--- config.mk ---
export PLATFORM = sky130hd
export DESIGN_NAME = adc_ema_filter
export DESIGN_NICKNAME = d
export VERILOG_FILES = /design/src/rtl/adc_pkg.sv /design/src/rtl/adc_ema_deadband.sv /design/src/rtl/adc_ema_filter.sv
export SDC_FILE = /design/constraint.sdc
export NUM_CORES = 1
export LEC_CHECK = 0
export CAP_MARGIN = 20
export CORE_MARGIN = 2
export CORE_UTILIZATION = 40
export DETAILED_ROUTE_END_ITERATION = 10
export HOLD_SLACK_MARGIN = 0.15
export PLACE_DENSITY = 0.63
export SLEW_MARGIN = 20
export SYNTH_ARGS = -nofsm -noshare
export SYNTH_HDL_FRONTEND = slang
export SYNTH_HIERARCHICAL = 1
export SYNTH_SLANG_ARGS = --single-unit
export TNS_END_PERCENT = 5
--- constraint.sdc ---
create_clock -name Clock_qsys -period 14.8 [get_ports Clock_qsys]
set_input_delay 3.7 -clock Clock_qsys [delete_from_list [all_inputs] [get_ports Clock_qsys]]
set_output_delay 3.7 -clock Clock_qsys [all_outputs]
set_load 0.005 [all_outputs]
--- src/rtl/adc_pkg.sv ---
// Shared constants and types for the ADC EMA filter stage.
package adc_pkg;

  localparam int unsigned ADC_NUM_CH = 9;
  localparam int unsigned ADC_DATA_W = 12;
  localparam int unsigned ADC_CH_W   = $clog2(ADC_NUM_CH);

  typedef enum logic [1:0] {
    IDLE,
    PROC,
    DONE
  } filt_state_e;

endpackage

--- src/rtl/adc_ema_deadband.sv ---
// Combinational EMA update with hysteresis deadband for one channel.
module adc_ema_deadband
  import adc_pkg::*;
#(
  parameter int unsigned DATA_W   = ADC_DATA_W,
  parameter int unsigned SHIFT    = 3,
  parameter int unsigned DEADBAND = 8
) (
  input  logic [DATA_W+SHIFT-1:0] acc_i,
  input  logic [DATA_W-1:0]       x_i,
  input  logic [DATA_W-1:0]       prev_i,
  input  logic                    primed_i,
  output logic [DATA_W+SHIFT-1:0] acc_next_o,
  output logic [DATA_W-1:0]       filt_o,
  output logic                    changed_o
);

  localparam int unsigned ACC_W = DATA_W + SHIFT;

  logic [ACC_W:0]         sum;
  logic [DATA_W-1:0]      ema_filt;
  logic signed [DATA_W:0] diff;
  logic [DATA_W:0]        mag;
  logic                   over_band;
  logic                   unused_sum_msb;

  always_comb begin
    // acc - acc/2^SHIFT + x never exceeds ACC_W bits; the extra bit only absorbs the subtraction.
    sum       = {1'b0, acc_i} - ({1'b0, acc_i} >> SHIFT) + {{(SHIFT + 1){1'b0}}, x_i};
    ema_filt  = sum[SHIFT +: DATA_W];
    diff      = $signed({1'b0, ema_filt}) - $signed({1'b0, prev_i});
    mag       = diff[DATA_W] ? $unsigned(-diff) : $unsigned(diff);
    over_band = (diff != '0) && (mag >= (DATA_W + 1)'(DEADBAND));

    if (primed_i) begin
      acc_next_o = sum[ACC_W-1:0];
      filt_o     = over_band ? ema_filt : prev_i;
      changed_o  = over_band;
    end else begin
      acc_next_o = ACC_W'(x_i) << SHIFT;
      filt_o     = x_i;
      changed_o  = 1'b1;
    end
  end

  assign unused_sum_msb = sum[ACC_W];

endmodule

--- src/rtl/adc_ema_filter.sv ---
// Snapshots all ADC channels on AdcRefresh and runs a shared EMA/deadband datapath over them.
module adc_ema_filter
  import adc_pkg::*;
#(
  parameter int unsigned NUM_CH   = ADC_NUM_CH,
  parameter int unsigned DATA_W   = ADC_DATA_W,
  parameter int unsigned SHIFT    = 3,
  parameter int unsigned DEADBAND = 8
) (
  input  logic                       Clock_qsys,
  input  logic                       Reset,
  input  logic [NUM_CH*DATA_W-1:0]   AdcValueBus,
  input  logic                       AdcRefresh,
  output logic [NUM_CH*DATA_W-1:0]   FiltValueBus,
  output logic [NUM_CH-1:0]          ChangedMask,
  output logic                       FiltRefresh,
  output logic                       Busy,
  output logic                       Overrun
);

  localparam int unsigned CH_W  = (NUM_CH > 1) ? $clog2(NUM_CH) : 1;
  localparam int unsigned ACC_W = DATA_W + SHIFT;

  filt_state_e       state_q, state_d;
  logic [CH_W-1:0]   ch_q, ch_d;
  logic              primed_q, primed_d;
  logic [DATA_W-1:0] snap_q [NUM_CH];
  logic [DATA_W-1:0] snap_d [NUM_CH];
  logic [ACC_W-1:0]  acc_q  [NUM_CH];
  logic [ACC_W-1:0]  acc_d  [NUM_CH];
  logic [DATA_W-1:0] filt_q [NUM_CH];
  logic [DATA_W-1:0] filt_d [NUM_CH];
  logic [NUM_CH-1:0] mask_q, mask_d;
  logic              filt_refresh_q, filt_refresh_d;
  logic              busy_q, busy_d;
  logic              overrun_q, overrun_d;

  logic [ACC_W-1:0]  dp_acc_next;
  logic [DATA_W-1:0] dp_filt;
  logic              dp_changed;

  adc_ema_deadband #(
    .DATA_W  (DATA_W),
    .SHIFT   (SHIFT),
    .DEADBAND(DEADBAND)
  ) u_datapath (
    .acc_i     (acc_q[ch_q]),
    .x_i       (snap_q[ch_q]),
    .prev_i    (filt_q[ch_q]),
    .primed_i  (primed_q),
    .acc_next_o(dp_acc_next),
    .filt_o    (dp_filt),
    .changed_o (dp_changed)
  );

  always_comb begin
    state_d        = state_q;
    ch_d           = ch_q;
    primed_d       = primed_q;
    snap_d         = snap_q;
    acc_d          = acc_q;
    filt_d         = filt_q;
    mask_d         = mask_q;
    filt_refresh_d = 1'b0;
    overrun_d      = 1'b0;

    unique case (state_q)
      IDLE: begin
        if (AdcRefresh) begin
          for (int i = 0; i < NUM_CH; i++) begin
            snap_d[i] = AdcValueBus[i*DATA_W +: DATA_W];
          end
          mask_d  = '0;
          ch_d    = '0;
          state_d = PROC;
        end
      end
      PROC: begin
        overrun_d   = AdcRefresh;
        acc_d[ch_q] = dp_acc_next;
        if (dp_changed) begin
          filt_d[ch_q] = dp_filt;
          mask_d[ch_q] = 1'b1;
        end
        if (ch_q == CH_W'(NUM_CH - 1)) begin
          state_d = DONE;
        end else begin
          ch_d = ch_q + 1'b1;
        end
      end
      DONE: begin
        overrun_d      = AdcRefresh;
        filt_refresh_d = 1'b1;
        primed_d       = 1'b1;
        state_d        = IDLE;
      end
      default: state_d = IDLE;
    endcase

    busy_d = (state_d != IDLE);
  end

  always_ff @(posedge Clock_qsys or posedge Reset) begin
    if (Reset) begin
      state_q        <= IDLE;
      ch_q           <= '0;
      primed_q       <= 1'b0;
      snap_q         <= '{default: '0};
      acc_q          <= '{default: '0};
      filt_q         <= '{default: '0};
      mask_q         <= '0;
      filt_refresh_q <= 1'b0;
      busy_q         <= 1'b0;
      overrun_q      <= 1'b0;
    end else begin
      state_q        <= state_d;
      ch_q           <= ch_d;
      primed_q       <= primed_d;
      snap_q         <= snap_d;
      acc_q          <= acc_d;
      filt_q         <= filt_d;
      mask_q         <= mask_d;
      filt_refresh_q <= filt_refresh_d;
      busy_q         <= busy_d;
      overrun_q      <= overrun_d;
    end
  end

  always_comb begin
    FiltValueBus = '0;
    for (int i = 0; i < NUM_CH; i++) begin
      FiltValueBus[i*DATA_W +: DATA_W] = filt_q[i];
    end
  end

  assign ChangedMask = mask_q;
  assign FiltRefresh = filt_refresh_q;
  assign Busy        = busy_q;
  assign Overrun     = overrun_q;

endmodule
* After elaboration in Yosys (flattened, before gate mapping)
Index checks and enable logic that the tools add are counted.
** Word-level totals
- Word-level logic and storage cells :: 97
- Register bits after elaboration :: 370
- Input bits :: 111
** Operators by class
- Add/sub/neg operators :: 5
- Equality and inequality tests :: 6
- Bitwise logic cells :: 2
- Mux-type cells :: 33
- Reduce and logical (&&, ||, !) cells :: 12
- Order comparisons :: 5
** Operators with widths (number)
- bitwise mux 135 bit :: 1
- bitwise mux 108 bit :: 1
- binary-select mux 12 bit (select 4 bit) :: 2
- 2-to-1 mux 12 bit :: 7
- binary-select mux 15 bit (select 4 bit) :: 1
- demux 15 bit (select 4 bit) :: 1
- 2-to-1 mux 15 bit :: 4
- demux 12 bit (select 4 bit) :: 1
- 2-to-1 mux 9 bit :: 2
- case mux 9 bit (2 select lines) :: 1
- adder 15 x 12 -> 15 bit :: 1
- subtractor 15 x 12 -> 15 bit :: 1
- >= comparator 13 x 4 -> 1 bit (second input constant) :: 1
- 2-to-1 mux 13 bit :: 1
- negation 13 bit :: 1
- nonzero test 13 bit :: 1
- subtractor 12 x 12 -> 13 bit :: 1
- OR 9 bit :: 1
- 2-to-1 mux 4 bit :: 2
- case mux 4 bit (2 select lines) :: 1
- != test 2 bit (second input constant) :: 3
- AND reduction 3 bit :: 2
- >= comparator 5 bit (second input constant) :: 1
- < comparator 4 x 5 -> 1 bit (second input constant) :: 1
- other kinds (16) :: 24

* Logic depth before layout (Yosys ltp)
Gate-level depths: netlist of the first run.
- Depth after elaboration :: 14
- Mapped depth :: 33

* By module
The synthesis of the first run kept the hierarchy.
** Modules (own cells, without submodules)
- adc_ema_filter :: times used 1, cells each 1268, seq. area each 9258.9 um^2, area each 17071.4 um^2
- adc_ema_deadband :: times used 1, cells each 330, seq. area each 0.0 um^2, area each 2139.6 um^2

* Least setup slack after synthesis of the first run
OpenSTA, ideal clock, no wires.
- Path kind :: register to register
- Start point :: register ch_q[0]
- End point :: register filt_q, in the netlist FiltValueBus[36]
- Path slack :: 8.437 ns
- Arrival :: 6.238 ns
- Cell stages (with the launch flop) :: 30
- Period minus slack after synthesis :: 6.363 ns
- Setup time :: 0.125 ns
- Path through :: dfrtp_1 -> buf_2 -> buf_2 -> buf_2 -> mux2i_1 -> o22ai_1 -> o22a_1 -> fa_1 -> inv_1 -> ha_1 -> nor2b_1 -> o31a_1 -> o211a_1 -> nor2_1 -> xnor2_1 -> ha_1 -> or3_4 -> or2_0 -> o221ai_2 -> xnor2_1 -> or3_1 -> nor3_1 -> o21ai_0 -> buf_2 -> nand3_1 -> clkbuf_2 -> nand3b_1 -> nor2_1 -> buf_4 -> mux2_2
** RTL lines
- start, declared :: line adc_ema_filter.sv:25 : logic [CH_W-1:0] ch_q, ch_d;
- start signal, assigned :: line adc_ema_filter.sv:117 : ch_q <= ch_d;
- inverter 4 -> 5 bit (not written as such) * :: line adc_ema_filter.sv:47, adc_ema_filter.sv:48, adc_ema_filter.sv:49
- binary-select mux 15 bit (select 4 bit) :: line adc_ema_filter.sv:47 : .acc_i (acc_q[ch_q]),
- 2-to-1 mux 15 bit (not written as such) (2 in a row) :: line adc_ema_filter.sv:47
- subtractor 15 x 12 -> 15 bit :: line adc_ema_deadband.sv:29 : sum = {1'b0, acc_i} - ({1'b0, acc_i} >> SHIFT) + {{(SHIFT + 1){1'b0}}, x_i};
- adder 15 x 12 -> 15 bit :: line adc_ema_deadband.sv:29
- subtractor 12 x 12 -> 13 bit * :: line adc_ema_deadband.sv:31 : diff = $signed({1'b0, ema_filt}) - $signed({1'b0, prev_i});
- negation 13 bit :: line adc_ema_deadband.sv:32 : mag = diff[DATA_W] ? $unsigned(-diff) : $unsigned(diff);
- 2-to-1 mux 13 bit :: line adc_ema_deadband.sv:32
- >= comparator 13 x 4 -> 1 bit :: line adc_ema_deadband.sv:33 : over_band = (diff != '0) && (mag >= (DATA_W + 1)'(DEADBAND));
- logical AND 1 bit * :: line adc_ema_deadband.sv:33
- 2-to-1 mux 1 bit * :: line adc_ema_deadband.sv:35 : if (primed_i) begin
- named net dp_changed :: line adc_ema_filter.sv:40 : logic dp_changed;
- AND reduction 2 bit (no source line) *
- end signal, assigned :: line adc_ema_filter.sv:121 : filt_q <= filt_d;
- end, declared :: line adc_ema_filter.sv:31 : logic [DATA_W-1:0] filt_q [NUM_CH];
Mark *: on every way through the listed nets, which the timed path passes. The rest lies on a longest branch. The select of a mux whose other input is x is not followed.
A chain may end at the register's enable or synchronous reset.

* Worst setup path after layout of the first run
- Start point :: register ch_q[0]
- End point :: register filt_q, in the netlist FiltValueBus[78]
The elaborated chain is that of the path after synthesis.

==> results.py, run 1 <==
metrics = {
    "run_status": {
        "run_status": "finished clean",
    },
    "worst_setup_path": {
        "critPathCaptureType": "flip-flop",
        "start_kind": "flip-flop",
        "arrival_ps": 9000,
        "cp_max_fo": 46,
        "critPathKind": "reg2reg",
        "critPathRequiredTime_ps": 15240,
    },
    "clocking": {
        "post_cts_buffers": 0,
        "postCtsHoldBufs": 0,
        "cts_resized": 0,
        "clockBufferDepth": 3,
        "cts_root_buf": "clkbuf_16",
        "cts_tree": "built",
        "clkTransAtPathRegs_ps": 60,
        "numCtsBuffers": 41,
        "cts.sinks": 370,
        "htreeDepth": 2,
        "clock_latency_ps": 570,
    },
    "sta": {
        "hold_viol": 0,
        "slew_violations": 0,
        "rsz0062_at_grt": "no",
        "tns_ps": 0,
        "tightestPinTransition_ps": 1070,
        "post-route-period-util_pct": 57.8,
        "skew_ps": 12.9,
        "slew_headroom_pct": 28.1,
        "setup_viol": 0,
        "clock.fmax_mhz": 117,
        "fin_crit_ps": 8550,
    },
    "global_routing": {
        "grt_pass1_wl_mm": 85.2,
        "overflow": 0,
        "grtUsageTotal_pct": 22.3,
        "first_global_vias": 14088,
        "grt_max_degree": 156,
        "antenna_found_initial": 1,
    },
    "synthesis": {
        "syn_inst": 1598,
        "syn_nets": 1756,
        "ys_warn_count": 6,
        "syn_area_per_cell_um2": 12.0,
        "syn_area_um2": 19200,
        "async_reset_ff_share_pct": 100,
        "ys_seq_area_share_pct": 48.2,
        "synth_edf_count": 0,
        "yosysUniqueCellTypes": 65,
        "ys.flop_type": "dfrtp_1",
        "synth_seq_cells": 370,
    },
    "final_layout": {
        "area_growth_syn_to_layout_pct": 21.6,
        "num-nets-final": 1949,
        "final_common_cell": "dfrtp_1",
        "layout_common_cells": "368 x dfrtp_1, 329 x mux2_2, 230 x clkdlybuf4s50_1",
        "drive_gt1_share_pct": 24.9,
        "diodes": 0,
        "fill_cells": 4176,
    },
    "placed_design": {
        "portBuffers": 230,
        "place_congestion": 0.884,
        "hpwl_mm": 39.5,
    },
    "floorplanning": {
        "start_util_pct": 40.4,
        "dieArea_um2": 49800,
        "die_h_um": 223,
        "core-area_um2": 47500,
        "io_pins": 231,
        "die_w_um": 223,
        "rows": 80,
    },
    "route": {
        "vias": 13415,
        "drc": 0,
        "routed_wirelength_mm": 55.2,
        "drt_first_iter_violations": 767,
        "ant_nets": 0,
        "viasPerCell": 5.51,
        "wl_per_cell_um": 22.7,
        "dr.pass1.iters": 5,
    },
    "worst_hold_path": {
        "hold_class": "reg2reg",
    },
    "flow_run": {
        "maxCapViolCount": 0,
    },
}
==> logic make-up (layout without fill, tap and decap cells) <==
group / after synthesis / in the layout / share of synthesized area [%]
buffers and inverters: 171 / 393 / 4.19
muxes: 492 / 492 / 27.8
DFF: 370 / 370 / 48.2
xor gates and xnor gates: 17 / 17 / 0.775
adders and majority gates: 47 / 47 / 3.57
and+or+nand+nor: 228 / 228 / 6.15
AOI/OAI and AO/OA: 273 / 273 / 9.29
==> state kept, by name, summed over array words and instances (netlist names) <==
name / cells
state_q: 2
Overrun: 1
acc_q: 135
snap_q: 108
FiltValueBus: 108
ch_q: 4
FiltRefresh: 1
ChangedMask: 9
Busy: 1
primed_q: 1
==> layer usage <==
layer	global-route usage (%)	vias up	share of wire, %
li1	-	6154	-
met1	29.2	6832	44
met2	37.0	341	48
met3	4.58	86	5.3
met4	7.27	2	3.1
met5	0	-	0.024
==> critical path: stages, from the launching register on <==
cell      delay (ps)
dfrtp_4          920
buf_4            750
mux2i_1          190
o22ai_1          510
o22a_1           340
inv_1            100
fa_1             490
inv_1             40
ha_1             310
o21ai_0          140
o21a_1           220
o31a_1           330
nor2b_1          150
xnor2_1          180
ha_1             270
or3_4            360
or2_0            220
o221ai_2         140
xnor2_1           90
or3_1            410
or3_4            400
a21oi_4          380
nand3_1          390
nand4_2          630
mux2_2           410
==> cell usage after synthesis (9+ instances only) <==
library cell	n	area share (%)
buf_4	17	0.66
a22o_1	9	0.41
inv_1	67	1.3
o2bb2ai_1	14	0.64
o22a_1	39	1.8
xnor2_1	11	0.50
nand3_1	18	0.47
clkbuf_1	33	0.64
o21ai_0	93	2.4
o22ai_1	40	1.3
o21ai_1	12	0.31
nor3_1	12	0.31
buf_2	42	1.1
mux2_2	329	19
dfrtp_1	370	48
o21a_1	11	0.43
ha_1	34	2.2
nand2_1	97	1.9
fa_1	13	1.4
nor2_1	39	0.76
a21oi_1	17	0.44
mux2i_1	156	8.1
a31oi_1	13	0.42
==> per-stage QoR <==
stage	instances	area [um2]	hold WS, ps	worst slack [ps]	util [%]
detailed placement	2363	21900	465	6330	46.2
finish	2435	23400	481	6250	49.1
global placement	2362	21900	459	6470	46.1
floorplan	1598	19200	438	826	-
global route	2435	23400	502	5690	49.1
CTS	2435	23300	480	6260	49.1
==> final timing paths <==
check | from | endpoint | slack, ps | cells after the start
max in group asynchronous | Reset | ch_q[0]$_DFFE_PP0P_ | 9630 | 3
min | acc_q[1]$_DFFE_PP0P_ | acc_q[1]$_DFFE_PP0P_ | 480 | 2
min in group asynchronous | Reset | snap_q[50]$_DFFE_PP0P_ | 3710 | 2
min reg2reg | acc_q[1]$_DFFE_PP0P_ | acc_q[1]$_DFFE_PP0P_ | 480 | 2
max reg2reg | ch_q[0]$_DFFE_PP0P_ | FiltValueBus[78]$_DFFE_PP0P_ | 6250 | 24
max | ch_q[0]$_DFFE_PP0P_ | FiltValueBus[78]$_DFFE_PP0P_ | 6250 | 24
==> final cells by class <==
class / count / area, um2 / area share, %
inverters: 69 / 267 / 1.14
flip-flops and latches: 370 / 9270 / 39.7
clock inverters: 15 / 204 / 0.873
well taps: 615 / 769 / 3.30
clock buffers: 57 / 1200 / 5.13
repair buffers: 252 / 2480 / 10.6
multi-input cells: 1057 / 9170 / 39.3
Power of run 1 is not shown: default switching activity piles up to over one toggle a cycle in this logic, so the estimate is an artifact.
==> run 2, diff against run 1 <==
--- a/config.mk
+++ b/config.mk
@@ -10,7 +10,7 @@
 export CORE_UTILIZATION = 40
 export DETAILED_ROUTE_END_ITERATION = 10
 export HOLD_SLACK_MARGIN = 0.15
-export PLACE_DENSITY = 0.63
+export PLACE_DENSITY = 0.6
 export SLEW_MARGIN = 20
 export SYNTH_ARGS = -nofsm -noshare
 export SYNTH_HDL_FRONTEND = slang
==> constraint.sdc (replaced) <==
create_clock -name Clock_qsys -period 7.9 [get_ports Clock_qsys]
set_input_delay 1.975 -clock Clock_qsys [delete_from_list [all_inputs] [get_ports Clock_qsys]]
set_output_delay 1.975 -clock Clock_qsys [all_outputs]
set_load 0.005 [all_outputs]
==> run 2 against run 1 <==
Net effect: worst setup slack got worse by 5800 ps; via count increased by 1.3%; die area unchanged; non-clock buffer count increased by 34; largest cell class unchanged.
==> results.py, run 2 (same netlist as run 1, synthesis figures left out) <==
metrics = {
    "run_status": {
        "run_status": "finished clean",
    },
    "worst_hold_path": {
        "hold_class": "reg2reg",
    },
    "final_layout": {
        "area_growth_syn_to_layout_pct": 22.9,
        "final_common_cell": "dfrtp_1",
        "diodes": 0,
        "drive_gt1_share_pct": 25.8,
        "layout_common_cells": "368 x dfrtp_1, 329 x mux2_2, 230 x clkdlybuf4s50_1",
        "largest_register": "acc_q",
        "largest_register_ff_count": 135,
        "num-nets-final": 1984,
        "final_util_pct": 49.6,
    },
    "route": {
        "routed_wirelength_mm": 58.2,
        "dr.pass1.iters": 5,
        "drc": 0,
        "viasPerCell": 5.51,
        "drt_first_iter_violations": 818,
        "wl_per_cell_um": 23.6,
        "vias": 13589,
        "ant_nets": 0,
    },
    "flow_run": {
        "maxCapViolCount": 0,
    },
    "floorplanning": {
        "rows": 80,
        "die_w_um": 223,
        "die_h_um": 223,
        "io_pins": 231,
        "start_util_pct": 40.4,
        "dieArea_um2": 49800,
        "core-area_um2": 47500,
    },
    "clocking": {
        "cts.sinks": 370,
        "cts_resized": 0,
        "htreeDepth": 2,
        "cts_root_buf": "clkbuf_16",
        "cts_tree": "built",
        "clockBufferDepth": 3,
        "clkTransAtPathRegs_ps": 60,
        "numCtsBuffers": 42,
        "clock_latency_ps": 580,
        "post_cts_buffers": 0,
        "postCtsHoldBufs": 0,
    },
    "worst_setup_path": {
        "rrSetupSlack_ps": 420,
        "cp_max_fo": 32,
        "worstReg2RegEnd": "FiltValueBus[86]$_DFFE_PP0P_",
        "crit_path_end": "FiltValueBus[86]$_DFFE_PP0P_",
        "r2r_start": "ch_q[0]$_DFFE_PP0P_",
        "start_kind": "flip-flop",
        "cpPeakStageDelay_ps": 750,
        "ff2ff_path_depth": 28,
        "crit_start": "ch_q[0]$_DFFE_PP0P_",
        "arrival_ps": 7920,
        "critPathKind": "reg2reg",
        "critPathCaptureType": "flip-flop",
        "cpMaxStageDelayCell": "nor2_2",
        "critPathRequiredTime_ps": 8340,
    },
    "sta": {
        "clock.fmax_mhz": 134,
        "layout_setup_ws_ps": 420,
        "skew_ps": 22.4,
        "fin_crit_ps": 7480,
        "post-route-period-util_pct": 94.7,
        "tns_ps": 0,
        "rsz0062_at_grt": "no",
        "setup_viol": 0,
        "tightestPinTransition_ps": 1120,
        "slew_violations": 0,
        "hold_viol": 0,
        "slew_headroom_pct": 24.7,
    },
    "global_routing": {
        "antenna_found_initial": 1,
        "first_global_vias": 14287,
        "grt_pass1_wl_mm": 89.6,
        "grt_max_degree": 176,
        "overflow": 0,
        "grtUsageTotal_pct": 23.6,
    },
    "placed_design": {
        "place_congestion": 0.928,
        "portBuffers": 230,
        "pre_cts_ws_ps": 296,
        "hpwl_mm": 41.7,
    },
}
## run 2: metal layers
layer,up-vias,routed length (um),global-route usage [%]
li1,6215,-,-
met3,71,2900,4.62
met4,2,1420,6.43
met2,321,27800,38.9
met5,-,13,0
met1,6980,26100,32.0
## run 2: worst min path at each step
stage,from,endpoint,slack [ps],cells past startpoint
floorplan,primed_q$_DFFE_PP0P_,primed_q$_DFFE_PP0P_,440,1
detailed placement,acc_q[8]$_DFFE_PP0P_,acc_q[8]$_DFFE_PP0P_,460,2
finish,acc_q[12]$_DFFE_PP0P_,acc_q[12]$_DFFE_PP0P_,480,2
global placement,acc_q[2]$_DFFE_PP0P_,acc_q[2]$_DFFE_PP0P_,460,2
global route,acc_q[1]$_DFFE_PP0P_,acc_q[1]$_DFFE_PP0P_,490,2
CTS,acc_q[8]$_DFFE_PP0P_,acc_q[8]$_DFFE_PP0P_,480,2
## run 2: metrics by stage
step | cell area, um2 | hold WS [ps] | instances
2_1_floorplan | 19200 | 438 | 1598
3_3_place_gp | 22300 | 457 | 2396
3_5_place_dp | 22300 | 465 | 2396
4_1_cts | 23600 | 479 | 2466
5_1_grt | 23600 | 493 | 2467
6_report | 23600 | 479 | 2467
## run 2: cell type report
| class | count | area (um2) |
|---|---|---|
| Multi-Input combinational cell | 1057 | 9170 |
| Tap cell | 615 | 769 |
| Sequential cell | 370 | 9270 |
| Clock buffer | 62 | 1210 |
| Fill cell | 4227 | 23900 |
| Inverter | 69 | 263 |
| Clock inverter | 8 | 115 |
| Timing Repair Buffer | 286 | 2810 |
## run 2: worst max-delay path: cells and delay by family (launching register included)
kind / cells / cell delay [ps]
simple gates: 9 / 2560
compound gates: 9 / 1600
fa+ha+maj: 4 / 1220
flops: 1 / 700
mux: 1 / 420
buf+inv: 4 / 410
xor+xnor: 1 / 380
Power of run 2 is left out for the same reason.
==> run 3, diff against run 2 <==
--- a/config.mk
+++ b/config.mk
@@ -5,12 +5,13 @@
 export SDC_FILE = /design/constraint.sdc
 export NUM_CORES = 1
 export LEC_CHECK = 0
-export CAP_MARGIN = 20
 export CORE_MARGIN = 2
 export CORE_UTILIZATION = 40
+export CTS_CLUSTER_SIZE = 12
 export DETAILED_ROUTE_END_ITERATION = 10
 export HOLD_SLACK_MARGIN = 0.15
 export PLACE_DENSITY = 0.6
+export SKIP_CTS_REPAIR_TIMING = 1
 export SLEW_MARGIN = 20
 export SYNTH_ARGS = -nofsm -noshare
 export SYNTH_HDL_FRONTEND = slang
==> run 3 against run 2 <==
Net effect: sequential share of layout area about the same; sequential cell count unchanged; global-route usage about the same; final area hardly changed; cell count unchanged; first-iteration DRC count up 1.6%; count of clock-buffer cells in the layout rose by 1; wire length about the same; clock skew increased by 2.1 ps; hold slack is essentially flat; core utilization about the same.
==> results.py, run 3 (same netlist as run 1, synthesis figures left out) <==
metrics = {
    "clocking": {
        "cts.sinks": 370,
        "cts_root_buf": "clkbuf_16",
        "clockBufferDepth": 3,
        "htreeDepth": 2,
        "clock_latency_ps": 580,
        "cts_tree": "built",
        "clkTransAtPathRegs_ps": 60,
        "numCtsBuffers": 42,
    },
    "worst_setup_path": {
        "critPathCaptureType": "flip-flop",
        "worstReg2RegEnd": "FiltValueBus[86]$_DFFE_PP0P_",
        "critPathRequiredTime_ps": 8340,
        "r2r_start": "ch_q[0]$_DFFE_PP0P_",
        "critPathKind": "reg2reg",
        "rrSetupSlack_ps": 390,
        "cpPeakStageDelay_ps": 760,
        "start_kind": "flip-flop",
        "ff2ff_path_depth": 28,
        "cp_max_fo": 32,
        "arrival_ps": 7950,
        "cpMaxStageDelayCell": "nor2_2",
    },
    "route": {
        "routed_wirelength_mm": 58.2,
        "dr.pass1.iters": 5,
        "ant_nets": 0,
        "vias": 13591,
        "wl_per_cell_um": 23.6,
        "drt_first_iter_violations": 831,
        "drc": 0,
        "viasPerCell": 5.51,
    },
    "global_routing": {
        "grt_pass1_wl_mm": 89.6,
        "antenna_found_initial": 1,
        "first_global_vias": 14282,
        "grtUsageTotal_pct": 23.6,
        "grt_max_degree": 176,
        "overflow": 0,
    },
    "final_layout": {
        "num-nets-final": 1984,
        "final_util_pct": 49.7,
        "multiInputGateArea_um2": 9170,
        "drive_gt1_share_pct": 25.9,
        "fill_cells": 4229,
        "seq_area_um2": 9270,
        "layout_common_cells": "368 x dfrtp_1, 329 x mux2_2, 230 x clkdlybuf4s50_1",
        "final_area_um2": 23600,
        "largest_register_ff_count": 135,
        "area_growth_syn_to_layout_pct": 23.0,
        "diodes": 0,
        "final_common_cell": "dfrtp_1",
        "largest_register": "acc_q",
    },
    "sta": {
        "setup_viol": 0,
        "slew_headroom_pct": 24.2,
        "slew_violations": 0,
        "skew_ps": 24.5,
        "fin_crit_ps": 7510,
        "tns_ps": 0,
        "post-route-period-util_pct": 95.1,
        "tightestPinTransition_ps": 1120,
        "hold_viol": 0,
        "fin_hold_ws_ps": 479,
        "rsz0062_at_grt": "no",
        "clock.fmax_mhz": 133,
    },
    "run_status": {
        "run_status": "finished clean",
    },
    "floorplanning": {
        "core-area_um2": 47500,
        "die_w_um": 223,
        "die_h_um": 223,
        "start_util_pct": 40.4,
        "dieArea_um2": 49800,
        "rows": 80,
        "io_pins": 231,
    },
    "placed_design": {
        "place_congestion": 0.928,
        "portBuffers": 230,
        "place_area_um2": 22300,
        "hpwl_mm": 41.7,
    },
    "worst_hold_path": {
        "hold_class": "reg2reg",
        "hold_depth": 2,
        "min_to": "acc_q[12]$_DFFE_PP0P_",
        "timing.hold.worst.start": "acc_q[12]$_DFFE_PP0P_",
    },
    "flow_run": {
        "maxCapViolCount": 0,
    },
}
## run 3: cell count changes in the layout (fill, tap and decap cells not counted), sizes merged
cell,delta
clkbuf,+1
clkinv,-1
## run 3: final cells by class
type / count / area share (%)
timing repair buffer: 286 / 11.9
multi-input combinational: 1057 / 38.8
sequential: 370 / 39.2
clock buffer: 63 / 5.21
clock inverter: 7 / 0.466
tap: 615 / 3.26
inverter: 69 / 1.11
## run 3: metal layers
| layer | vias up | share of wire (%) | global-route usage (%) |
|---|---|---|---|
| met1 | 6963 | 45 | 32.0 |
| met4 | 2 | 2.5 | 6.43 |
| met2 | 347 | 47 | 38.8 |
| met5 | - | 0.022 | 0 |
| met3 | 76 | 5.2 | 4.62 |
| li1 | 6203 | - | - |
## run 3: stage by stage
step	setup WS, ps	cells
6_report	390	2467
3_5_place_dp	296	2396
5_1_grt	49.8	2467
4_1_cts	272	2466
3_3_place_gp	431	2396
2_1_floorplan	959	1598
## run 3: critical path, delay by kind of cell (launching register included)
kind / cells / cell delay (ps)
simple gates: 9 / 2580
compound gates: 9 / 1620
fa+ha+maj: 4 / 1230
flops: 1 / 700
buf+inv: 4 / 420
mux: 1 / 420
xor+xnor: 1 / 380
## run 3: worst max-delay path by stage
stage | from | endpoint | slack, ps | depth (start not counted)
floorplan | Reset | Busy$_DFF_PP0_ | 960 | 1
global placement | ch_q[0]$_DFFE_PP0P_ | FiltValueBus[42]$_DFFE_PP0P_ | 430 | 28
detailed placement | ch_q[0]$_DFFE_PP0P_ | FiltValueBus[38]$_DFFE_PP0P_ | 300 | 28
CTS | ch_q[0]$_DFFE_PP0P_ | FiltValueBus[39]$_DFFE_PP0P_ | 270 | 28
global route | ch_q[0]$_DFFE_PP0P_ | FiltValueBus[86]$_DFFE_PP0P_ | 50 | 28
finish | ch_q[0]$_DFFE_PP0P_ | FiltValueBus[86]$_DFFE_PP0P_ | 390 | 28
Power of run 3 is left out for the same reason.
